## src/rtl/fetch_stage.sv

```systemverilog
// Instruction-fetch stage: owns the PC, issues reads to a 1-cycle-latency program
// memory and presents the IF/ID register to decode, with a 1-entry skid for stalls.
module fetch_stage #(
    parameter logic [31:0] RESET_PC  = 32'h0000_0000,
    parameter logic [31:0] NOP_INSTR = 32'h0000_0013
) (
    input  logic        clk,
    input  logic        rst,
    input  logic        stall,
    input  logic        redirect_valid,
    input  logic [31:0] redirect_pc,
    output logic        imem_req,
    output logic [31:0] imem_addr,
    input  logic [31:0] imem_rdata,
    output logic [31:0] if_instruction,
    output logic [31:0] if_pc,
    output logic        if_valid
);

    logic [31:0] fetch_pc;
    logic        pend_q;
    logic [31:0] pend_pc_q;
    logic        skid_valid;
    logic [31:0] skid_instr;
    logic [31:0] skid_pc;
    logic        issue;
    logic [31:0] redirect_aligned;

    assign redirect_aligned = redirect_pc & ~32'h0000_0003;

    // Holding back the issue while a stalled response is arriving, or while the skid
    // is occupied, is what guarantees the skid can never be asked to take a second word.
    assign issue = !rst && !redirect_valid && !skid_valid && !(stall && pend_q);

    assign imem_req  = issue;
    assign imem_addr = fetch_pc;

    always_ff @(posedge clk) begin
        if (rst) begin
            fetch_pc       <= RESET_PC;
            pend_q         <= 1'b0;
            pend_pc_q      <= '0;
            skid_valid     <= 1'b0;
            skid_instr     <= NOP_INSTR;
            skid_pc        <= '0;
            if_valid       <= 1'b0;
            if_instruction <= NOP_INSTR;
            if_pc          <= '0;
        end else begin
            pend_q <= issue;
            if (issue) begin
                fetch_pc  <= fetch_pc + 32'd4;
                pend_pc_q <= fetch_pc;
            end

            if (redirect_valid) begin
                fetch_pc       <= redirect_aligned;
                skid_valid     <= 1'b0;
                if_valid       <= 1'b0;
                if_instruction <= NOP_INSTR;
            end else if (stall) begin
                if (pend_q) begin
                    skid_valid <= 1'b1;
                    skid_instr <= imem_rdata;
                    skid_pc    <= pend_pc_q;
                end
            end else if (skid_valid) begin
                skid_valid     <= 1'b0;
                if_valid       <= 1'b1;
                if_instruction <= skid_instr;
                if_pc          <= skid_pc;
            end else if (pend_q) begin
                if_valid       <= 1'b1;
                if_instruction <= imem_rdata;
                if_pc          <= pend_pc_q;
            end else begin
                // Bubble keeps the previous if_pc.
                if_valid       <= 1'b0;
                if_instruction <= NOP_INSTR;
            end
        end
    end

endmodule

```

## config.mk

```make
export PLATFORM = sky130hd
export DESIGN_NAME = fetch_stage
export DESIGN_NICKNAME = d
export VERILOG_FILES = /design/src/rtl/fetch_stage.sv
export SDC_FILE = /design/constraint.sdc
export NUM_CORES = 1
export LEC_CHECK = 0
export CAP_MARGIN = 0
export CORE_MARGIN = 2
export CORE_UTILIZATION = 55
export DETAILED_ROUTE_END_ITERATION = 10
export PLACE_DENSITY = 0.88
export SYNTH_ARGS = -nofsm -noshare
export SYNTH_HDL_FRONTEND = slang
export SYNTH_SLANG_ARGS = --single-unit
```

## constraint.sdc

```tcl
create_clock -name clk -period 3.8 [get_ports clk]
set_input_delay 1.14 -clock clk [delete_from_list [all_inputs] [get_ports clk]]
set_output_delay 1.14 -clock clk [all_outputs]
set_load 0.02 [all_outputs]
```

==> results by group, run 1 <==
Floorplan
  • Starting density of the core: 0.563
  • Die Height: 123 µm
  • Core area: between 10000 and 15000 µm²
  • Die width: ~120 µm
  • I/O pin count: 166
  • Standard-cell row count: 43
  • Die footprint: 15200 µm²

Critical path
  • Worst R2R End: imem_addr[19]$_SDFFE_PP0P_
  • CP Launch Type: primary input
  • Reg-to-reg critical path startpoint: skid_valid$_SDFFE_PP0P_
  • FF-to-FF path depth: 5
  • CP endpoint kind: output pin
  • Critical path start-end classification: primary input to output pin
  • FF-to-FF setup slack: around 1.4 ns
  • Worst EP arrival: approximately 2.5 ns
  • CP required: 2.66 ns
  • Largest fanout on the critical path: 2

Logic synthesis
  • Post-Synth Simple-Gate Area: 0.243
  • Synth Area in XOR/XNOR: 0.00896
  • Mapped Area: 7820 µm²
  • Dominant cells by area after synthesis: dfxtp_1, nand2_1, a21oi_1
  • Post-synth cell types: 52
  • Area share of fa/ha/maj cells after synthesis: 0.00160
  • Area fraction of the dominant cell type after synthesis: 0.479
  • Flops & latches, synth: 187
  • Ys Warns: 0
  • Complex-gate fraction of the synthesized area: 0.180
  • Synth async-reset ratio: 0
  • Synth Instances: around 950
  • Post-synth top area cell: dfxtp_1
  • Post-synth top cells: nand2_1, dfxtp_1, a21oi_1, clkbuf_1, nor2_1
  • Ys flop type: dfxtp_1
  • EDFF count, synth: 0
  • Avg Synthesized Cell Area: 8.27 µm²
  • Largest family of logic cells by synthesized area: simple AND/OR/NAND/NOR gates
  • Mux share of post-synthesis cell area: 0.0384
  • Register area share after synthesis: 0.479
  • Top-count cell post-synth: nand2_1

Routing
  • Drt drc: 0
  • Post-Route WL: 20400 µm
  • Initial DRC count: 786
  • Drt wl/cell: 16.4 µm
  • Via/cell ratio: between 5 and 6
  • Routed vias: 7333
  • Final ANT Viol Nets: 0
  • DRT Pass-1 Iters: 5

STA
  • Final WS setup: 0.188 ns
  • Minimum clock period: 3.61 ns
  • Setup TNS: 0 ns
  • Least-Margin Pin Slew: 1.20 ns
  • Final Hold Vio Count: 0
  • Headroom to the max-slew limit: 0.202
  • Final Slew Violations: 0
  • Fin Hold WS: 0.453 ns
  • Fmax: between 200 and 300 MHz
  • RSZ-0062 raised after global routing: false
  • Clock Skew: 0.00867 ns
  • Period utilization: 0.951
  • Final setup fails: 0

CTS
  • Clock sink count: between 150 and 200
  • TritonCTS Buffers: 17
  • CTS tree: yes
  • Clock root buffer: clkbuf_16
  • H-tree levels: 4
  • Post-CTS Hold Buffers: 0
  • Clock Tree Buf Depth: 2
  • Worst-skew pair later-pin latency: 0.43 ns
  • CTS clk-pin slew, worst paths: 0.06 ns

GRT
  • Largest net degree at the start of global routing: 101
  • Initial antenna violation count: 0
  • Global route overflow: 0
  • First-pass GRT wire length: 32500 µm
  • Total track usage: 0.269
  • Number of global-route vias before repair: ~6400

Layout
  • P&R area growth vs syn: 27.3%
  • N_diodes: 0
  • Final #Nets: approximately 1100
  • Share of cells above drive strength 1: 0.0535

Pwr
  • Switching pwr: roughly 1.1 mW
  • Cell Pwr Density: about 430 nW/µm²
  • Register share of total power: 0.492
  • Switch share: 0.255
  • Logic pwr share: 0.112
  • Peak VDD IR: 0.269 mV
  • Pleak: 3.31 nW
  • Internal power: 3.18 mW
  • Clock Power Share: 0.395

Placement
  • Buffers on Ports: 159
  • Post-DP HPWL: about 13000 µm
  • Dpl ws: -0.0786 ns
  • Final Wtd Congestion: 0.862

Min path
  • Worst hold path startpoint: skid_pc[3]$_SDFFE_PP0P_
  • Hold depth: 2
  • Hold worst-path end: skid_pc[3]$_SDFFE_PP0P_
  • HP Class: flop to flop

Flow run
  • Max Cap Viol: 0

Run status
  • Status: finished clean
per-stage QoR:
step                      power [mW]  instance area, µm²  utilization  instances
after floorplan                 2.39                7830            -        949
after global placement          2.61                9400        0.677       1213
after detailed placement        2.62                9400        0.677       1213
after CTS                       4.28                9960        0.718       1245
after global routing            4.41                9960        0.718       1245
final                           4.27                9960        0.718       1245
power groups by stage:
stage / combinational (mW) / clock, mW / sequential [mW]
3_3_place_gp: 0.471 / 0 / 2.14
2_1_floorplan: 0.218 / 0 / 2.18
3_5_place_dp: 0.476 / 0 / 2.14
4_1_cts: 0.479 / 1.70 / 2.10
5_1_grt: 0.519 / 1.78 / 2.11
6_report: 0.481 / 1.69 / 2.10
flip-flops by register name, summed over array words and instances (netlist names):
name            cells
if_instruction     32
skid_instr         32
if_pc              30
imem_addr          30
pend_pc_q          30
skid_pc            30
if_valid            1
pend_q              1
skid_valid          1
how the worst max path moves through the flow:
stage | start | slack [ns] | endpoint
6_report | redirect_valid | 0.19 | imem_req
5_1_grt | redirect_valid | 0.14 | imem_req
4_1_cts | redirect_valid | 0.19 | imem_req
3_5_place_dp | redirect_valid | -0.08 | imem_req
3_3_place_gp | redirect_valid | -0.07 | imem_req
2_1_floorplan | redirect_valid | 0.44 | imem_req
cell families after synthesis:
group / count (synthesis)
xor+xnor: 8
buf+inv: 97
simple gates: 408
compound gates: 214
other cells: 1
flops: 187
fa+ha+maj: 1
mux: 30
worst max-delay path, stage by stage:
cell	delay, ns
clkdlybuf4s50_1	0.44
a2111o_1	0.46
inv_1	0.10
dlygate4sd2_1	0.33
routing by layer:
layer,GRT usage,wire [µm],up-vias
met5,0,0,-
met4,0.0980,353,0
met3,0.0466,1480,28
met2,0.405,9450,323
met1,0.387,9080,3431
li1,-,-,3551
cell type report:
class                   instances  area [µm²]
clock buffers                  22         464
clock inverters                10        92.6
fillers                      1063        3920
inverters                       9        33.8
multi-input cells             665        3720
flip-flops and latches        187        3740
well taps                     180         225
repair buffers                172        1680
cells in the final DEF (no fill, tap or decap), drive strengths merged, types with 7 or more instances in the layout:
cell type,count
and3,16
o211ai,7
buf,15
nand3,13
nor3,32
a221oi,29
mux2i,30
clkdlybuf4s50,156
nor2b,29
a311oi,7
nand2,203
clkbuf,22
nand4,21
dfxtp,187
inv,10
a211oi,37
a21oi,104
nor2,62
timing repair:
action | CTS | global route
resized for setup | 1 | 0
setup endpoints to repair | 1 | 0
buffers inserted | 0 | 0
Note: power is estimated with default switching activity, not from simulation.
==> inputs of run 2 (changes only) <==
--- a/config.mk
+++ b/config.mk
@@ -5,11 +5,11 @@
 export SDC_FILE = /design/constraint.sdc
 export NUM_CORES = 1
 export LEC_CHECK = 0
-export CAP_MARGIN = 0
 export CORE_MARGIN = 2
 export CORE_UTILIZATION = 55
 export DETAILED_ROUTE_END_ITERATION = 10
 export PLACE_DENSITY = 0.88
+export SETUP_SLACK_MARGIN = 0.02
 export SYNTH_ARGS = -nofsm -noshare
 export SYNTH_HDL_FRONTEND = slang
 export SYNTH_SLANG_ARGS = --single-unit
==> results of run 2 <==
Same layout as run 1: the final DEF is identical, and so are final timing and power.
==> inputs of run 3 (changes only) <==
--- a/config.mk
+++ b/config.mk
@@ -10,6 +10,7 @@
 export DETAILED_ROUTE_END_ITERATION = 10
 export PLACE_DENSITY = 0.88
 export SETUP_SLACK_MARGIN = 0.02
+export SLEW_MARGIN = 30
 export SYNTH_ARGS = -nofsm -noshare
 export SYNTH_HDL_FRONTEND = slang
 export SYNTH_SLANG_ARGS = --single-unit
==> run 3 against run 2 <==
Clock power is 7% higher. Cell count stayed put. Sequential cell count stayed put. Die area stayed put. First-iteration DRC count is 0.64% higher. Utilization is 0.43 points higher. Sequential power hardly changed. Highest routed layer unchanged. Clock skew is 0.0023 ns lower. Non-clock buffer count stayed put. Setup slack better by 0.0073 ns.
==> results by group, run 3 (same netlist as run 1, synthesis figures left out) <==
Run status
  • Status: finished clean

Pwr
  • Clock Power Share: 0.412 (+0.017)
  • Total power: 4.40 mW (+2.9%)
  • Logic pwr share: 0.110 (-0.002)
  • Pleak: 3.34 nW (+0.93%)
  • Internal power: 3.32 mW (+4.2%)
  • Register share of total power: 0.478 (-0.014)
  • Switching pwr: 1.08 mW (-0.65%)
  • Peak VDD IR: 0.295 mV (+9.8%)
  • Switch share: 0.246 (-0.00887)
  • Cell Pwr Density: 439 nW/µm² (+2.3%)

CTS
  • TritonCTS Buffers: 17 (unchanged)
  • Post-CTS Hold Buffers: 0 (unchanged)
  • Worst-skew pair later-pin latency: 0.43 ns (about the same)
  • # resized after CTS: 1 (unchanged)
  • CTS tree: yes
  • Clock root buffer: clkbuf_16
  • CTS clk-pin slew, worst paths: 0.06 ns (about the same)
  • H-tree levels: 4 (unchanged)
  • # Post-CTS Setup Buffers: 0 (unchanged)
  • Clock sink count: 187 (unchanged)
  • Clock Tree Buf Depth: 2 (unchanged)

Layout
  • Final #Nets: 1121 (unchanged)
  • Final std cells w/o fill: 1245 (unchanged)
  • N_diodes: 0 (unchanged)
  • Commonest non-fill, non-tap cell in the layout: nand2_1
  • # fillers: 1048 (-1.4%)
  • Commonest cells after routing, fill and taps aside: nand2_1, dfxtp_1, clkdlybuf4s50_1
  • Share of cells above drive strength 1: 0.0554 (+0.00188)
  • P&R area growth vs syn: 28.1%
  • Multi-input logic area: 3730 µm² (+0.27%)
  • Final core utilization: 0.722 (+0.00433)
  • Largest regs: if_instruction (32), skid_instr (32)
  • Post-layout instance area: 10000 µm² (+0.60%)
  • FF/Latch Area: 3740 µm² (unchanged)

Critical path
  • CP Launch Type: primary input
  • CP endpoint kind: output pin
  • CP required: 2.66 ns (about the same)
  • Worst EP arrival: 2.47 ns (about the same)
  • Critical path start-end classification: primary input to output pin
  • Largest fanout on the critical path: 2 (unchanged)

Floorplan
  • Die Height: 123 µm (unchanged)
  • Standard-cell row count: 43 (unchanged)
  • Die footprint: 15200 µm² (unchanged)
  • Die width: 123 µm (unchanged)
  • Core area: 13900 µm² (unchanged)
  • Starting density of the core: 0.563 (unchanged)
  • I/O pin count: 166 (unchanged)

Routing
  • Initial DRC count: 791 (+0.64%)
  • Drt drc: 0 (unchanged)
  • Drt wl/cell: 16.4 µm (+0.38%)
  • Via/cell ratio: 5.89 (about the same)
  • Routed vias: 7338 (+0.068%)
  • Post-Route WL: 20400 µm (+0.38%)
  • Final ANT Viol Nets: 0 (unchanged)
  • DRT Pass-1 Iters: 6 (+1)

STA
  • RSZ-0062 raised after global routing: false
  • Headroom to the max-slew limit: 0.400 (+0.197)
  • Final WS setup: 0.195 ns (+0.00732 ns)
  • Minimum clock period: 3.61 ns (-0.00732 ns)
  • Final Hold Vio Count: 0 (unchanged)
  • Fin Hold WS: 0.454 ns (+0.000552 ns)
  • Clock Skew: 0.00632 ns (-0.00235 ns)
  • Final setup fails: 0 (unchanged)
  • Final Slew Violations: 0 (unchanged)
  • Period utilization: 0.949 (-0.00193)
  • Fmax: 277 MHz (+0.20%)
  • Least-Margin Pin Slew: 0.901 ns (-0.296 ns)
  • Setup TNS: 0 ns (unchanged)

Placement
  • Dpl ws: -0.0768 ns (+0.00173 ns)
  • Area after DPL: 9410 µm² (+0.11%)
  • Buffers on Ports: 159 (unchanged)
  • Post-DP HPWL: 13000 µm (+0.33%)
  • Final Wtd Congestion: 0.862 (unchanged)
  • Placed Instances: 1213 (unchanged)

GRT
  • Global route overflow: 0 (unchanged)
  • Largest net degree at the start of global routing: 101 (unchanged)
  • Total track usage: 0.268 (-0.00105)
  • Number of global-route vias before repair: 6450 (+0.51%)
  • Initial antenna violation count: 0 (unchanged)
  • First-pass GRT wire length: 32400 µm (-0.36%)

Flow run
  • Max Cap Viol: 0 (unchanged)

Min path
  • HP Class: flop to flop
-- run 3: cell count changes in the layout (fill, tap and decap cells not counted), sizes merged --
| cell | before | now |
|---|---|---|
| clkinvlp | 4 | 2 |
| bufinv | 1 | 3 |
| clkinv | 4 | 5 |
| clkbuf | 22 | 21 |
-- run 3: metal layers --
layer  vias up  global-route usage  share of wire
met5         -                   0              0
li1       3546                   -              -
met1      3421               0.393           0.45
met2       335               0.395           0.46
met3        36              0.0447          0.075
met4         0              0.0994          0.020
-- run 3: final cells by class --
type                       count  share of cell area
clock buffer                  21              0.0460
sequential                   187               0.374
inverter                       9             0.00337
multi-input combinational    665               0.372
clock inverter                11              0.0142
tap                          180              0.0225
timing repair buffer         172               0.168
-- run 3: power groups by stage --
stage	logic, mW	clock network [mW]	registers (mW)
after CTS	0.481	1.82	2.10
after global routing	0.521	1.91	2.11
final	0.483	1.81	2.10
after floorplan	0.218	0	2.18
after detailed placement	0.477	0	2.14
after global placement	0.471	0	2.14
-- run 3: critical path, stage by stage --
cell and delay (ns):
clkdlybuf4s50_1 0.43, a2111o_1 0.46, inv_1 0.10, dlygate4sd2_1 0.33
-- run 3: final timing paths --
check                                              start                    endpoint  slack, ns  cells after the start
worst max-delay path                      redirect_valid                    imem_req       0.19                      4
worst min-delay path            skid_pc[24]$_SDFFE_PP0P_    skid_pc[24]$_SDFFE_PP0P_       0.45                      2
worst max register to register   skid_valid$_SDFFE_PP0P_  imem_addr[19]$_SDFFE_PP0P_       1.40                      5
worst min register to register  skid_pc[24]$_SDFFE_PP0P_    skid_pc[24]$_SDFFE_PP0P_       0.45                      2
